$ cat src/rtl/iso_rx_core_gen_if.sv
// Serial line, NACK drive and receive-FIFO read port of iso_rx_core_gen.
// master = receive core side, slave = pad/host side.
interface iso_rx_core_gen_if #(
  parameter int unsigned DATA_WIDTH      = 8,
  parameter int unsigned FIFO_DEPTH_LOG2 = 2
);
  logic                     serialIn;
  logic                     nackOut;
  logic [DATA_WIDTH-1:0]    dataOut;
  logic                     dataValid;
  logic                     dataRead;
  logic [FIFO_DEPTH_LOG2:0] fifoCount;

  modport master (input serialIn, dataRead, output nackOut, dataOut, dataValid, fifoCount);
  modport slave  (output serialIn, dataRead, input nackOut, dataOut, dataValid, fifoCount);
endinterface

$ cat src/rtl/iso_rx_core_gen.sv
// ISO7816/UART receive core: configurable framing, 3-sample majority vote,
// ISO7816 error-signal generation on parity error and a small receive FIFO.
module iso_rx_core_gen #(
  parameter int unsigned DATA_WIDTH          = 8,
  parameter int unsigned CLOCK_PER_BIT_WIDTH = 13,
  parameter int unsigned FIFO_DEPTH_LOG2     = 2,
  parameter logic        START_BIT           = 1'b0
) (
  input  logic                           clk,
  input  logic                           nReset,
  input  logic                           rxEnable,
  input  logic [CLOCK_PER_BIT_WIDTH-1:0] clocksPerBit,
  input  logic [3:0]                     dataBits,
  input  logic [1:0]                     parityMode,
  input  logic                           stopBit2,
  input  logic                           msbFirst,
  input  logic                           nackEnable,
  iso_rx_core_gen_if.master              rxIf,
  output logic                           overrunErrorFlag,
  output logic                           frameErrorFlag,
  output logic                           parityErrorFlag,
  input  logic                           ackFlags,
  output logic                           startBit,
  output logic                           run,
  output logic                           endOfRx
);
  localparam int unsigned CW    = CLOCK_PER_BIT_WIDTH;
  localparam int unsigned PW    = FIFO_DEPTH_LOG2;
  localparam int unsigned NW    = FIFO_DEPTH_LOG2 + 1;
  localparam int unsigned DEPTH = 1 << FIFO_DEPTH_LOG2;
  localparam logic        IDLE_LVL = ~START_BIT;

  typedef enum logic [2:0] {IDLE, START, DATA, PARITY, STOP1, STOP2, NACK} stateT;

  stateT                 state;
  logic [CW-1:0]         cnt, cpbQ, half;
  logic [3:0]            bitsQ, bitIdx, bitPos, bitsEff;
  logic                  parEnQ, parOddQ, stop2Q, msbQ, nackEnQ;
  logic                  armed, s0, s1, vote, isVote, isWrap;
  logic                  parAcc, parErr;
  logic [DATA_WIDTH-1:0] rxData;
  logic                  pushC, popC, acceptC, overrunSetC, frameSetC, paritySetC;
  logic [DATA_WIDTH-1:0] mem [DEPTH];
  logic [PW-1:0]         wrPtr, rdPtr, rdNext;
  logic [NW-1:0]         count, countNext;
  logic [DATA_WIDTH-1:0] headNext;

  // Bit timing, vote and FIFO/flag request decode
  always_comb begin
    half     = cpbQ >> 1;
    vote     = (s0 & s1) | (s0 & rxIf.serialIn) | (s1 & rxIf.serialIn);
    isVote   = (cnt == half + CW'(1));
    isWrap   = (cnt == cpbQ - CW'(1));
    bitPos   = msbQ ? (bitsQ - 4'd1 - bitIdx) : bitIdx;
    bitsEff  = ((dataBits < 4'd5) || (32'(dataBits) > DATA_WIDTH)) ? 4'(DATA_WIDTH) : dataBits;
    pushC    = rxEnable && isVote && (state == STOP1) && !(parErr && nackEnQ);
    frameSetC  = rxEnable && isVote && (vote != IDLE_LVL) &&
                 (((state == STOP1) && !(parErr && nackEnQ)) || (state == STOP2));
    paritySetC = rxEnable && isVote && (state == STOP1) && parErr;
    popC     = rxIf.dataRead && (count != '0);
    acceptC  = pushC && ((count != NW'(DEPTH)) || popC);
    overrunSetC = pushC && (count == NW'(DEPTH)) && !popC;
    rdNext   = popC ? rdPtr + PW'(1) : rdPtr;
    countNext = count;
    if (acceptC && !popC) countNext = count + NW'(1);
    else if (!acceptC && popC) countNext = count - NW'(1);
    if (countNext == '0) headNext = '0;
    else if (acceptC && (wrPtr == rdNext)) headNext = rxData;
    else headNext = mem[rdNext];
  end

  // Character framing state machine
  always_ff @(posedge clk or negedge nReset) begin
    if (!nReset) begin
      state <= IDLE;  cnt <= '0;  cpbQ <= '0;  bitsQ <= '0;  bitIdx <= '0;
      parEnQ <= 1'b0; parOddQ <= 1'b0; stop2Q <= 1'b0; msbQ <= 1'b0; nackEnQ <= 1'b0;
      armed <= 1'b0;  s0 <= 1'b0;  s1 <= 1'b0;  parAcc <= 1'b0;  parErr <= 1'b0;
      rxData <= '0;   rxIf.nackOut <= 1'b0;
      startBit <= 1'b0; run <= 1'b0; endOfRx <= 1'b0;
    end else if (!rxEnable) begin
      state <= IDLE;  cnt <= '0;  armed <= 1'b0;  rxIf.nackOut <= 1'b0;
      startBit <= 1'b0; run <= 1'b0; endOfRx <= 1'b0;
    end else begin
      endOfRx <= 1'b0;
      cnt <= isWrap ? '0 : cnt + CW'(1);
      if (cnt == half - CW'(1)) s0 <= rxIf.serialIn;
      if (cnt == half) s1 <= rxIf.serialIn;
      unique case (state)
        IDLE: begin
          cnt <= '0;
          if (rxIf.serialIn == IDLE_LVL) armed <= 1'b1;
          else if (armed) begin
            state <= START;  armed <= 1'b0;  startBit <= 1'b1;
            cpbQ <= clocksPerBit;  bitsQ <= bitsEff;  stop2Q <= stopBit2;
            msbQ <= msbFirst;  nackEnQ <= nackEnable;
            parEnQ <= (parityMode == 2'd1) || (parityMode == 2'd2);
            parOddQ <= (parityMode == 2'd1);
            rxData <= '0;  bitIdx <= '0;  parAcc <= 1'b0;  parErr <= 1'b0;
          end
        end
        START: begin
          if (isVote) begin
            if (vote != START_BIT) begin
              state <= IDLE;  startBit <= 1'b0;
            end else run <= 1'b1;
          end else if (isWrap) begin
            state <= DATA;  startBit <= 1'b0;
          end
        end
        DATA: begin
          if (isVote) begin
            for (int unsigned i = 0; i < DATA_WIDTH; i++)
              if (bitPos == 4'(i)) rxData[i] <= vote;
            parAcc <= parAcc ^ vote;
          end
          if (isWrap) begin
            bitIdx <= bitIdx + 4'd1;
            if (bitIdx == bitsQ - 4'd1) state <= parEnQ ? PARITY : STOP1;
          end
        end
        PARITY: begin
          // Total ones even is the odd-mode error, odd is the even-mode error
          if (isVote) parErr <= parAcc ^ vote ^ parOddQ;
          if (isWrap) state <= STOP1;
        end
        STOP1: begin
          if (isVote && parErr && nackEnQ) begin
            state <= NACK;  rxIf.nackOut <= 1'b1;
          end else if (isWrap) begin
            if (stop2Q) state <= STOP2;
            else begin
              state <= IDLE;  run <= 1'b0;  endOfRx <= 1'b1;
            end
          end
        end
        STOP2: begin
          if (isWrap) begin
            state <= IDLE;  run <= 1'b0;  endOfRx <= 1'b1;
          end
        end
        NACK: begin
          // Released at the next vote phase: exactly one etu of error signal
          if (isVote) begin
            state <= IDLE;  rxIf.nackOut <= 1'b0;  run <= 1'b0;  endOfRx <= 1'b1;
          end
        end
        default: state <= IDLE;
      endcase
    end
  end

  always_ff @(posedge clk) begin
    if (acceptC) mem[wrPtr] <= rxData;
  end

  // FIFO pointers, registered head view and sticky error flags
  always_ff @(posedge clk or negedge nReset) begin
    if (!nReset) begin
      wrPtr <= '0;  rdPtr <= '0;  count <= '0;
      rxIf.dataOut <= '0;  rxIf.dataValid <= 1'b0;  rxIf.fifoCount <= '0;
      overrunErrorFlag <= 1'b0;  frameErrorFlag <= 1'b0;  parityErrorFlag <= 1'b0;
    end else begin
      if (acceptC) wrPtr <= wrPtr + PW'(1);
      rdPtr <= rdNext;
      count <= countNext;
      rxIf.dataOut   <= headNext;
      rxIf.dataValid <= (countNext != '0);
      rxIf.fifoCount <= countNext;
      overrunErrorFlag <= overrunSetC | (overrunErrorFlag & ~ackFlags);
      frameErrorFlag   <= frameSetC   | (frameErrorFlag   & ~ackFlags);
      parityErrorFlag  <= paritySetC  | (parityErrorFlag  & ~ackFlags);
    end
  end
endmodule

$ cat src/flat_wrapper.sv
// flat-port wrapper written by rule: the top's interface ports become plain ports
module iso_rx_core_gen_flat 
#(
  parameter int unsigned DATA_WIDTH          = 8,
  parameter int unsigned CLOCK_PER_BIT_WIDTH = 13,
  parameter int unsigned FIFO_DEPTH_LOG2     = 2,
  parameter logic        START_BIT           = 1'b0
)
  (clk, nReset, rxEnable, clocksPerBit, dataBits, parityMode, stopBit2, msbFirst, nackEnable, overrunErrorFlag, frameErrorFlag, parityErrorFlag, ackFlags, startBit, run, endOfRx, rxIf_serialIn, rxIf_dataRead, rxIf_nackOut, rxIf_dataOut, rxIf_dataValid, rxIf_fifoCount);
  iso_rx_core_gen_if #(.DATA_WIDTH(DATA_WIDTH), .FIFO_DEPTH_LOG2(FIFO_DEPTH_LOG2)) rxIf_i ();
  input  logic clk;
  input  logic nReset;
  input  logic rxEnable;
  input  logic [CLOCK_PER_BIT_WIDTH-1:0] clocksPerBit;
  input  logic [3:0] dataBits;
  input  logic [1:0] parityMode;
  input  logic stopBit2;
  input  logic msbFirst;
  input  logic nackEnable;
  output logic overrunErrorFlag;
  output logic frameErrorFlag;
  output logic parityErrorFlag;
  input  logic ackFlags;
  output logic startBit;
  output logic run;
  output logic endOfRx;
  input wire logic [$bits(rxIf_i.serialIn)-1:0] rxIf_serialIn;
  input wire logic [$bits(rxIf_i.dataRead)-1:0] rxIf_dataRead;
  output wire logic [$bits(rxIf_i.nackOut)-1:0] rxIf_nackOut;
  output wire logic [$bits(rxIf_i.dataOut)-1:0] rxIf_dataOut;
  output wire logic [$bits(rxIf_i.dataValid)-1:0] rxIf_dataValid;
  output wire logic [$bits(rxIf_i.fifoCount)-1:0] rxIf_fifoCount;
  assign rxIf_i.serialIn = rxIf_serialIn;
  assign rxIf_i.dataRead = rxIf_dataRead;
  assign rxIf_nackOut = rxIf_i.nackOut;
  assign rxIf_dataOut = rxIf_i.dataOut;
  assign rxIf_dataValid = rxIf_i.dataValid;
  assign rxIf_fifoCount = rxIf_i.fifoCount;
  iso_rx_core_gen #(.DATA_WIDTH(DATA_WIDTH), .CLOCK_PER_BIT_WIDTH(CLOCK_PER_BIT_WIDTH), .FIFO_DEPTH_LOG2(FIFO_DEPTH_LOG2), .START_BIT(START_BIT)) u_core (.clk(clk), .nReset(nReset), .rxEnable(rxEnable), .clocksPerBit(clocksPerBit), .dataBits(dataBits), .parityMode(parityMode), .stopBit2(stopBit2), .msbFirst(msbFirst), .nackEnable(nackEnable), .rxIf(rxIf_i), .overrunErrorFlag(overrunErrorFlag), .frameErrorFlag(frameErrorFlag), .parityErrorFlag(parityErrorFlag), .ackFlags(ackFlags), .startBit(startBit), .run(run), .endOfRx(endOfRx));
endmodule
$ cat config.mk
export PLATFORM = sky130hd
export DESIGN_NAME = iso_rx_core_gen_flat
export DESIGN_NICKNAME = d
export VERILOG_FILES = /design/src/rtl/iso_rx_core_gen_if.sv /design/src/rtl/iso_rx_core_gen.sv /design/src/flat_wrapper.sv
export SDC_FILE = /design/constraint.sdc
export NUM_CORES = 1
export LEC_CHECK = 0
export BUFFER_PORTS_ARGS = -buffer_cell sky130_fd_sc_hd__buf_2
export CORE_MARGIN = 4
export CORE_UTILIZATION = 45
export CTS_BUF_LIST = sky130_fd_sc_hd__clkbuf_2
export DETAILED_ROUTE_END_ITERATION = 12
export PLACE_DENSITY = 0.72
export SLEW_MARGIN = 20
export SYNTH_ARGS = -nofsm -noshare
export SYNTH_HDL_FRONTEND = slang
export SYNTH_SLANG_ARGS = --single-unit
$ cat constraint.sdc
create_clock -name clk -period 3.2 [get_ports clk]
set_input_delay 0.16 -clock clk [delete_from_list [all_inputs] [get_ports clk]]
set_output_delay 0.16 -clock clk [all_outputs]
set_load 0.01 [all_outputs]
# ---- Word-level counts from Yosys, hierarchy flattened
# Memories as Yosys holds them, arrays and structs flattened.
# Cells that the tools add are included.
dict set report op_classes {
  order_cmp 2
  bitwise 16
  mux 78
  n_addsub 11
  eq_ne 56
  reduce_logical 49
}
# op n
set ops {}
lappend ops {{3-bit two-way mux} 17}
lappend ops {{6-bit AND reduction} 8}
lappend ops {{8-bit two-way mux} 5}
lappend ops {{13-bit == test} 3}
lappend ops {{13-bit two-way mux} 3}
lappend ops {{1-bit two-way mux} 38}
lappend ops {{2-bit by 1-bit inequality test with 1-bit output (second input constant)} 13}
lappend ops {{3-bit by 2-bit inequality test with 1-bit output (second input constant)} 8}
lappend ops {{3-bit case mux with 7 select lines} 1}
lappend ops {{4-bit two-way mux} 5}
lappend ops {{5-bit AND reduction} 4}
lappend ops {{3-bit inequality test (second input constant)} 6}
lappend ops {{1-bit logical AND} 17}
lappend ops {{4-bit by 3-bit == test with 1-bit output (second input constant)} 4}
lappend ops {{8-bit case mux with 2 select lines} 1}
lappend ops {{12-bit by 1-bit adder with 13-bit output (second input constant)} 1}
lappend ops {{13-bit by 1-bit adder with 13-bit output (second input constant)} 1}
lappend ops {{13-bit by 12-bit == test with 1-bit output} 1}
lappend ops {{12-bit by 1-bit subtractor with 13-bit output (second input constant)} 1}
lappend ops {{13-bit by 1-bit subtractor with 13-bit output (second input constant)} 1}
lappend ops {{3-bit == test (second input constant)} 4}
lappend ops {{10-bit AND reduction} 1}
lappend ops {{4-bit by 2-bit == test with 1-bit output (second input constant)} 2}
lappend ops {{4-bit by 3-bit inequality test with 1-bit output (second input constant)} 2}
lappend ops {{other kinds (38)} 65}
dict set report word_totals {
  memories 1
  word_cells 248
  ff_bits 78
  in_bits 28
  ram_bits 32
}
# memory words word_bits read_ports rd_clocked_by_memory_dff write_ports line_no
set memory_table {}
lappend memory_table {u_core.mem 4 8 1 0 1 iso_rx_core_gen.sv:43} ;# logic [DATA_WIDTH-1:0] mem [DEPTH];

# ---- Longest topological paths before layout
# Gate-level depths: netlist (run 1).
dict set report logic_depth {
  word_depth 12
  depth_mapped 13
  depth_no_buf 11
}

# ---- Worst setup path after synthesis (run 1)
# No wires, ideal clock.
dict set report synth_timing {
  path_kind {register -> register}
  startpoint {register u_core.cpbQ[2]}
  endpoint {memory u_core.mem[1][0] (enable)}
  period_less_slack_ns 3.087
  path_stages_with_launch 11
  slack_ns 0.113
  n_path_buf 2
  arrival_time_ns 2.756
  path_cell_list {dfrtp_1 > ha_1 > and4_2 > a31o_1 > a222oi_1 > and4_2 > buf_2 > and3_1 > buf_2 > nor2b_1 > and2_1}
}
dict set report synth_between {
  elab_chain_cells 8
}
# element line_no
set synth_rtl {}
lappend synth_rtl {{from (decl)} iso_rx_core_gen.sv:36} ;# logic [CW-1:0] cnt, cpbQ, half;
lappend synth_rtl {{from (signal assigned)} iso_rx_core_gen.sv:94} ;# cpbQ <= clocksPerBit; bitsQ <= bitsEff; stop2Q <= stopBit2;
lappend synth_rtl {{12-bit by 1-bit adder with 13-bit output} iso_rx_core_gen.sv:52} ;# isVote = (cnt == half + CW'(1));
lappend synth_rtl {{13-bit == test} iso_rx_core_gen.sv:52}
lappend synth_rtl {{1-bit logical AND (3 in series)} iso_rx_core_gen.sv:56} ;# pushC = rxEnable && isVote && (state == STOP1) && !(parErr && nackEnQ);
lappend synth_rtl {{1-bit logical AND} iso_rx_core_gen.sv:61} ;# acceptC = pushC && ((count != NW'(DEPTH)) || popC);
lappend synth_rtl {{1-bit two-way mux} iso_rx_core_gen.sv:153} ;# if (acceptC) mem[wrPtr] <= rxData;
lappend synth_rtl {{1-bit two-way mux (not written as such)} iso_rx_core_gen.sv:153}
lappend synth_rtl {{to (decl)} iso_rx_core_gen.sv:43}
# No other way between the ends.

# ---- Worst setup path after layout (run 1)
dict set report layout_timing {
  startpoint {register u_core.cpbQ[2]}
  endpoint {register u_core.state[0]}
}
dict set report layout_between {
  elab_chain_cells 7
  word_cells_on_any_way 18
  classes_between {add/sub (2); eq/ne (9); mux (4); reduce/logical (3)}
}
# element line_no
set layout_rtl {}
lappend layout_rtl {{12-bit by 1-bit adder with 13-bit output} iso_rx_core_gen.sv:52}
lappend layout_rtl {{13-bit == test} iso_rx_core_gen.sv:52}
lappend layout_rtl {{1-bit logical AND (2 in series)} iso_rx_core_gen.sv:127} ;# if (isVote && parErr && nackEnQ) begin
lappend layout_rtl {{3-bit two-way mux} iso_rx_core_gen.sv:127}
lappend layout_rtl {{3-bit case mux with 7 select lines} iso_rx_core_gen.sv:88} ;# unique case (state)
lappend layout_rtl {{3-bit two-way mux} iso_rx_core_gen.sv:80} ;# end else if (!rxEnable) begin
lappend layout_rtl {{to (signal assigned)} iso_rx_core_gen.sv:118} ;# if (bitIdx == bitsQ - 4'd1) state <= parEnQ ? PARITY : STOP1;
lappend layout_rtl {{to (decl)} iso_rx_core_gen.sv:35} ;# stateT state;
# Several ways; a longest one is shown, not always the timed one.
# A chain may end at the register's enable or synchronous reset.

==> results of run 1 <==
-- state kept, by name, indices dropped and copies added, names as in the netlist, 2 cells and up --
| signal | flops |
|---|---|
| u_core.state | 3 |
| u_core.cnt | 13 |
| u_core.mem | 32 |
| u_core.rxIf.fifoCount | 3 |
| u_core.cpbQ | 13 |
| u_core.bitsQ | 4 |
| u_core.bitIdx | 4 |
| u_core.rxIf.dataOut | 8 |
| u_core.rdPtr | 2 |
| u_core.wrPtr | 2 |
| u_core.rxData | 8 |
-- worst reg2reg max path: stages, from the launching register on --
cell and delay, ps:
dfrtp_1 490, buf_12 170, inv_1 90, ha_2 220, or4b_4 500, o31a_1 250
a211oi_1 230, o21ai_1 130, and4_4 180, o211a_1 230, or4_1 470, o211ai_1 100
-- synth_stat cells (3+ instances only) --
library cell,n
nand2_1,83
dfrtp_1,78
nor2_1,37
xnor2_1,37
edfxtp_1,32
inv_1,29
xor2_1,28
o21ai_0,27
nand3_1,24
ha_1,17
a31oi_1,16
o211ai_1,16
clkbuf_1,15
nor3_1,14
o31ai_1,14
nor4_1,13
a21oi_1,12
mux2i_1,11
buf_2,9
nand4_1,9
nor2b_1,9
mux4_2,8
and3_1,7
nand2b_1,6
o21a_1,6
and2_1,5
clkbuf_8,5
mux2_2,5
or3_1,5
or4_1,5
a211oi_1,4
buf_4,4
nand4b_1,4
a21o_1,3
and4_2,3
buf_1,3
buf_6,3
nor3b_1,3
nor4b_2,3
o31a_1,3
-- cells by family after synthesis --
| logic type | synth area share |
|---|---|
| DFF | 0.429 |
| xor gates and xnor gates | 0.0885 |
| buffers and inverters | 0.0521 |
| adders and majority gates | 0.0342 |
| muxes | 0.0510 |
| AOI/OAI and AO/OA | 0.141 |
| and+or+nand+nor | 0.204 |
-- per-stage QoR --
step	util	setup TNS, ps	cell area [µm²]
3_5_place_dp	0.504	-53.5	7390
6_report	0.542	0	7940
2_1_floorplan	-	0	6800
4_1_cts	0.532	0	7790
3_3_place_gp	0.504	0	7390
5_1_grt	0.542	-16.4	7940
-- cells in the final DEF (no fill, tap or decap), types with 5 or more instances in the layout --
| master | Yosys | final |
|---|---|---|
| inv_1 | 29 | 29 |
| nand2_1 | 83 | 83 |
| buf_2 | 9 | 45 |
| o31ai_1 | 14 | 13 |
| nand3_1 | 24 | 24 |
| edfxtp_1 | 32 | 32 |
| nor2_1 | 37 | 36 |
| mux4_2 | 8 | 8 |
| and3_1 | 7 | 6 |
| xor2_1 | 28 | 27 |
| dlygate4sd3_1 | 0 | 30 |
| xnor2_1 | 37 | 36 |
| o21a_1 | 6 | 6 |
| nand2b_1 | 6 | 6 |
| o211ai_1 | 16 | 16 |
| dfrtp_1 | 78 | 76 |
| o21ai_0 | 27 | 26 |
| nand4_1 | 9 | 9 |
| clkbuf_2 | 0 | 9 |
| ha_1 | 17 | 15 |
| a31oi_1 | 16 | 15 |
| buf_4 | 4 | 47 |
| a21oi_1 | 12 | 12 |
| nor3_1 | 14 | 13 |
| or3_1 | 5 | 5 |
| nor2b_1 | 9 | 9 |
| mux2i_1 | 11 | 10 |
| mux2_2 | 5 | 5 |
| nor4_1 | 13 | 10 |
-- power by group through the flow --
stage / sequential (µW) / combinational (µW) / clock [µW]
global placement: 1940 / 2980 / 0
detailed placement: 1960 / 3070 / 0
floorplan: 1890 / 2250 / 0
finish: 1950 / 3260 / 579
global route: 1980 / 3560 / 663
CTS: 1930 / 3130 / 612
-- layer usage --
| metal | vias to the layer above | GRT usage |
|---|---|---|
| met5 | - | 0 |
| met2 | 188 | 0.312 |
| met1 | 2776 | 0.284 |
| met4 | 0 | 0.0932 |
| li1 | 2673 | - |
| met3 | 37 | 0.0358 |
-- final cells by class --
| type | instances | area (µm²) | area share |
|---|---|---|---|
| diodes | 1 | 2.50 | 0.000315 |
| clock buffers | 9 | 45.0 | 0.00567 |
| clock inverters | 7 | 46.3 | 0.00583 |
| inverters | 29 | 109 | 0.0137 |
| multi-input cells | 498 | 3650 | 0.460 |
| flip-flops and latches | 110 | 2920 | 0.367 |
| well taps | 184 | 230 | 0.0290 |
| repair buffers | 126 | 941 | 0.118 |
-- worst min path at each step --
stage,start,to,slack [ps]
2_1_floorplan,nReset,u_core.armed,-140
3_3_place_gp,clocksPerBit[8],u_core.cpbQ[8],350
3_5_place_dp,clocksPerBit[8],u_core.cpbQ[8],350
4_1_cts,rxIf_dataRead,u_core.rdPtr[0],40
5_1_grt,nReset,u_core.rxIf.fifoCount[2],70
6_report,nReset,u_core.rxIf.fifoCount[0],20
-- timing repair --
item | 4_1_cts | 5_1_grt
hold buffers | 30 | 0
hold endpoints to repair | 112 | 0
buffers inserted | 1 | 3
endpoints found under the setup margin | 5 | 58
gates resized for setup | 1 | 28
pin swaps | 1 | 4
==> flow_metrics.tcl, run 1 <==
set metrics [dict create \
    crit_family "simple AND/OR/NAND/NOR gates" \
    vdd_drop_max_uv 457 \
    p_seq_frac 0.336 \
    p_sw_frac 0.449 \
    io_buffers 46 \
    drive_gt1_frac 0.226 \
    synth-edff-count 32 \
    hp-class "input pin to async pin" \
    path_cells "buf_12, inv_1, ha_2, or4b_4, o31a_1, a211oi_1, o21ai_1, and4_4, o211a_1, or4_1, o211ai_1" \
    final_cells 964 \
    core_area_um2 14600 \
    finalCriticalPeriod_ps 3120 \
    worst_path_max_delay_cell "or4b_4" \
    wl_met2_um 7620 \
    cts_buffers 9 \
    cp.depth 11 \
    crit_buf_inv 2 \
    die-width_um 131 \
    pwr-share-comb 0.563 \
    fill_cells 1324 \
    drc 0 \
    fmax_ghz 0.321 \
    ios 47 \
    clk_latency_ps 640 \
    die_area_um2 17100 \
    hpwl_um 12400 \
    min_period_over_period 0.974 \
    netlist.area_leader.share 0.287 \
    clock-sinks 110 \
    p_switching_uw 2600 \
    worst_pin_slew_ps 848 \
    gp_congestion 1.01 \
    clock_skew_ps 46.2 \
    start_util 0.464 \
    slew_headroom 0.429 \
    rr_worst_depth 11 \
    setup_slack_ps 83.0 \
    rsz0062_at_grt "true" \
    via_count 5674 \
    drv_cap 0 \
    syn-num-nets 722 \
    antenna_found_initial 1 \
    netlist_area_um2 6800 \
    viasPerCell 5.89 \
    met3_length_um 840 \
    clkPwrFrac 0.100 \
    startpoint "u_core.cpbQ[2]" \
    ys_top_cells_by_area "dfrtp_1 29%, edfxtp_1 14%, xnor2_1 4.8%, nand2_1 4.6%, xor2_1 3.6%" \
    cts_buffer_depth 2 \
    routed_wirelength_um 16900 \
    ff2ff_setup_slack_ps 80 \
    postRouteAntennaNets 0 \
    rr_endpoint "u_core.state[0]" \
    syn_area_per_cell_um2 10.1 \
    dp_slack_ps -26.5 \
    final_nets 820 \
    avgRoutedWirePerCell_um 17.6 \
    arrival_ps 3680 \
    setup_violations 0 \
    drt-initial-drc-count 402 \
    area_delta_synth_final_pct 16.8 \
    wl_met1_um 7880 \
    grt-ovfl-total 0 \
    htree_levels 3 \
    place_inst 913 \
    yosysTopAreaCell "dfrtp_1" \
    drtPass1Iterations 5 \
    p_per_area_nw_per_um2 729 \
    clkTransAtPathRegs_ps 320 \
    cp-end-kind "register" \
    highest_layer "met4" \
    power_uw 5790 \
    r2r_start "u_core.cpbQ[2]" \
    max_stage_delay_ps 500 \
    hold_violations 0 \
    dieHeight_um 131 \
    synthFlopType "dfrtp_1" \
    endpoint "u_core.state[0]" \
    grt_max_degree 79 \
    crit_path_start_kind "register" \
    grt_pass1_wl_um 27400 \
    rows 44 \
    ys_types 84 \
    grt_use_total 0.204 \
    tritoncts "done" \
    status "finished, final reports clean" \
    synth_seq_area_share 0.429 \
    grt_pass1_vias 5496 \
    async_reset_ff_frac 0.709 \
    synth_warnings 0 \
    hold_ws_ps 21.2 \
    synth_cells 676 \
    critPathKind "register to register" \
    p_leak_uw 0.00321 \
    internal_power_uw 3190 \
    slew_violations 0 \
    crit_path_max_fanout 15 \
    synth_seq_cells 110 \
    cp.required_ps 3760 \
    cts-root-buf "clkbuf_2" \
]
(Power assumes the default switching activity.)
==> run 2, diff against run 1 <==
CORE_MARGIN = 5   (was 4)
GPL_ROUTABILITY_DRIVEN = 1   (was not set)
==> flow_metrics.tcl, run 2 (synthesized netlist as in run 1, its figures left out) <==
set metrics [dict create \
    htree_levels 3 \
    io_buffers 46 \
    drtPass1Iterations 6 \
    vdd_drop_max_uv 426 \
    p_per_area_nw_per_um2 744 \
    grt_pass1_wl_um 28800 \
    worst_path_max_delay_cell "dfrtp_2" \
    hpwl_um 12800 \
    cp.required_ps 3810 \
    hold_ws_ps 54.0 \
    status "finished, final reports clean" \
    largest_register_ffs 32 \
    clkPwrFrac 0.124 \
    dp_slack_ps -63.4 \
    clock-sinks 110 \
    hold_violations 0 \
    pwr-share-comb 0.549 \
    min_period_over_period 0.957 \
    drive_gt1_frac 0.241 \
    largest_registers "u_core.mem: 32 flops, u_core.cnt: 13 flops, u_core.cpbQ: 13 flops" \
    avgRoutedWirePerCell_um 17.7 \
    top_register "u_core.mem" \
    rr_worst_depth 10 \
    p_switching_uw 2650 \
    max_stage_delay_ps 510 \
    clk_latency_ps 660 \
    path_cells "ha_4, and4_2, a31o_1, a222oi_1, buf_4, and4_4, and3_1, mux2_2, and3_2, a31oi_2" \
    gp_congestion 0.939 \
    clock_skew_ps 42.5 \
    dieHeight_um 133 \
    seq_area_um2 2920 \
    routed_wirelength_um 17100 \
    layout_commonest_cell "nand2_1" \
    area_delta_synth_final_pct 17.9 \
    cts_buffer_depth 2 \
    grt-ovfl-total 0 \
    rows 45 \
    slew_headroom 0.463 \
    crit_buf_inv 1 \
    tritoncts "done" \
    cp.depth 10 \
    diodes 0 \
    crit_family "simple AND/OR/NAND/NOR gates" \
    worst_pin_slew_ps 804 \
    p_sw_frac 0.445 \
    crit_path_max_fanout 10 \
    die-width_um 133 \
    antenna_found_initial 0 \
    hp-class "input pin to async pin" \
    via_count 5527 \
    critPathKind "register to register" \
    die_area_um2 17700 \
    ios 47 \
    grt_pass1_vias 5657 \
    fmax_ghz 0.327 \
    layout_common_cells "83 x nand2_1, 74 x dfrtp_1, 51 x buf_4, 45 x buf_2, 37 x xnor2_1" \
    final_nets 822 \
    clkTransAtPathRegs_ps 340 \
    core_area_um2 15000 \
    grt_max_degree 79 \
    p_leak_uw 0.00323 \
    viasPerCell 5.70 \
    arrival_ps 3680 \
    fill_cells 1319 \
    grt_use_total 0.202 \
    drt-initial-drc-count 551 \
    internal_power_uw 3310 \
    crit_path_start_kind "register" \
    finalCriticalPeriod_ps 3060 \
    drv_cap 0 \
    p_seq_frac 0.328 \
    start_util 0.452 \
    postRouteAntennaNets 0 \
    cts_buffers 9 \
    cp-end-kind "register" \
    slew_violations 0 \
    setup_slack_ps 138 \
    cts-root-buf "clkbuf_2" \
    drc 0 \
    ff2ff_setup_slack_ps 140 \
    setup_violations 0 \
    multi_input_area_um2 3680 \
]
[run 2: cell types whose count changed in the layout (fill, tap and decap cells not counted), sizes merged]
| cell | change |
|---|---|
| clkinvlp | -1 |
| buf | +2 |
| bufinv | +1 |
| diode | -1 |
[run 2: repair_timing]
item,4_1_cts,5_1_grt
endpoints found under the hold margin,112,0
pin swaps,0,4
setup endpoints to repair,41,59
resized for setup,5,33
buffers inserted,0,3
hold buffers,30,0
[run 2: final timing paths]
| path | from | end |
|---|---|---|
| worst min register to register | u_core.frameErrorFlag | u_core.frameErrorFlag |
| max in group asynchronous | nReset | u_core.cpbQ[4] |
| worst max-delay path | u_core.cpbQ[1] | u_core.rxIf.dataOut[1] |
| worst max register to register | u_core.cpbQ[1] | u_core.rxIf.dataOut[1] |
| worst min-delay path | nReset | u_core.state[2] |
| min in group clk | ackFlags | u_core.frameErrorFlag |
[run 2: per-stage QoR]
step	utilization	area [µm²]	std cells	total power, µW	TNS, ps
2_1_floorplan	-	6800	676	4140	0
3_3_place_gp	0.492	7390	920	4970	0
3_5_place_dp	0.492	7390	920	5040	-598
4_1_cts	0.522	7850	966	5830	0
5_1_grt	0.533	8020	969	6420	-52.3
6_report	0.533	8020	969	5960	0
[run 2: power groups by stage]
| stage | combinational [µW] | sequential, µW | clock [µW] |
|---|---|---|---|
| 2_1_floorplan | 2250 | 1890 | 0 |
| 3_3_place_gp | 3020 | 1950 | 0 |
| 3_5_place_dp | 3080 | 1970 | 0 |
| 4_1_cts | 3120 | 1940 | 767 |
| 5_1_grt | 3610 | 2000 | 818 |
| 6_report | 3270 | 1950 | 737 |
[run 2: final cells by class]
type,count,area share
Multi-Input combinational cell,498,0.459
Sequential cell,110,0.364
Tap cell,188,0.0293
Inverter,29,0.0136
Clock buffer,9,0.00562
Timing Repair Buffer,128,0.116
Clock inverter,7,0.0126
[run 2: per-layer routing]
layer	routed length [µm]	GRT usage
met1	8130	0.286
met5	0	0
met4	376	0.0727
met3	1030	0.0373
met2	7600	0.310
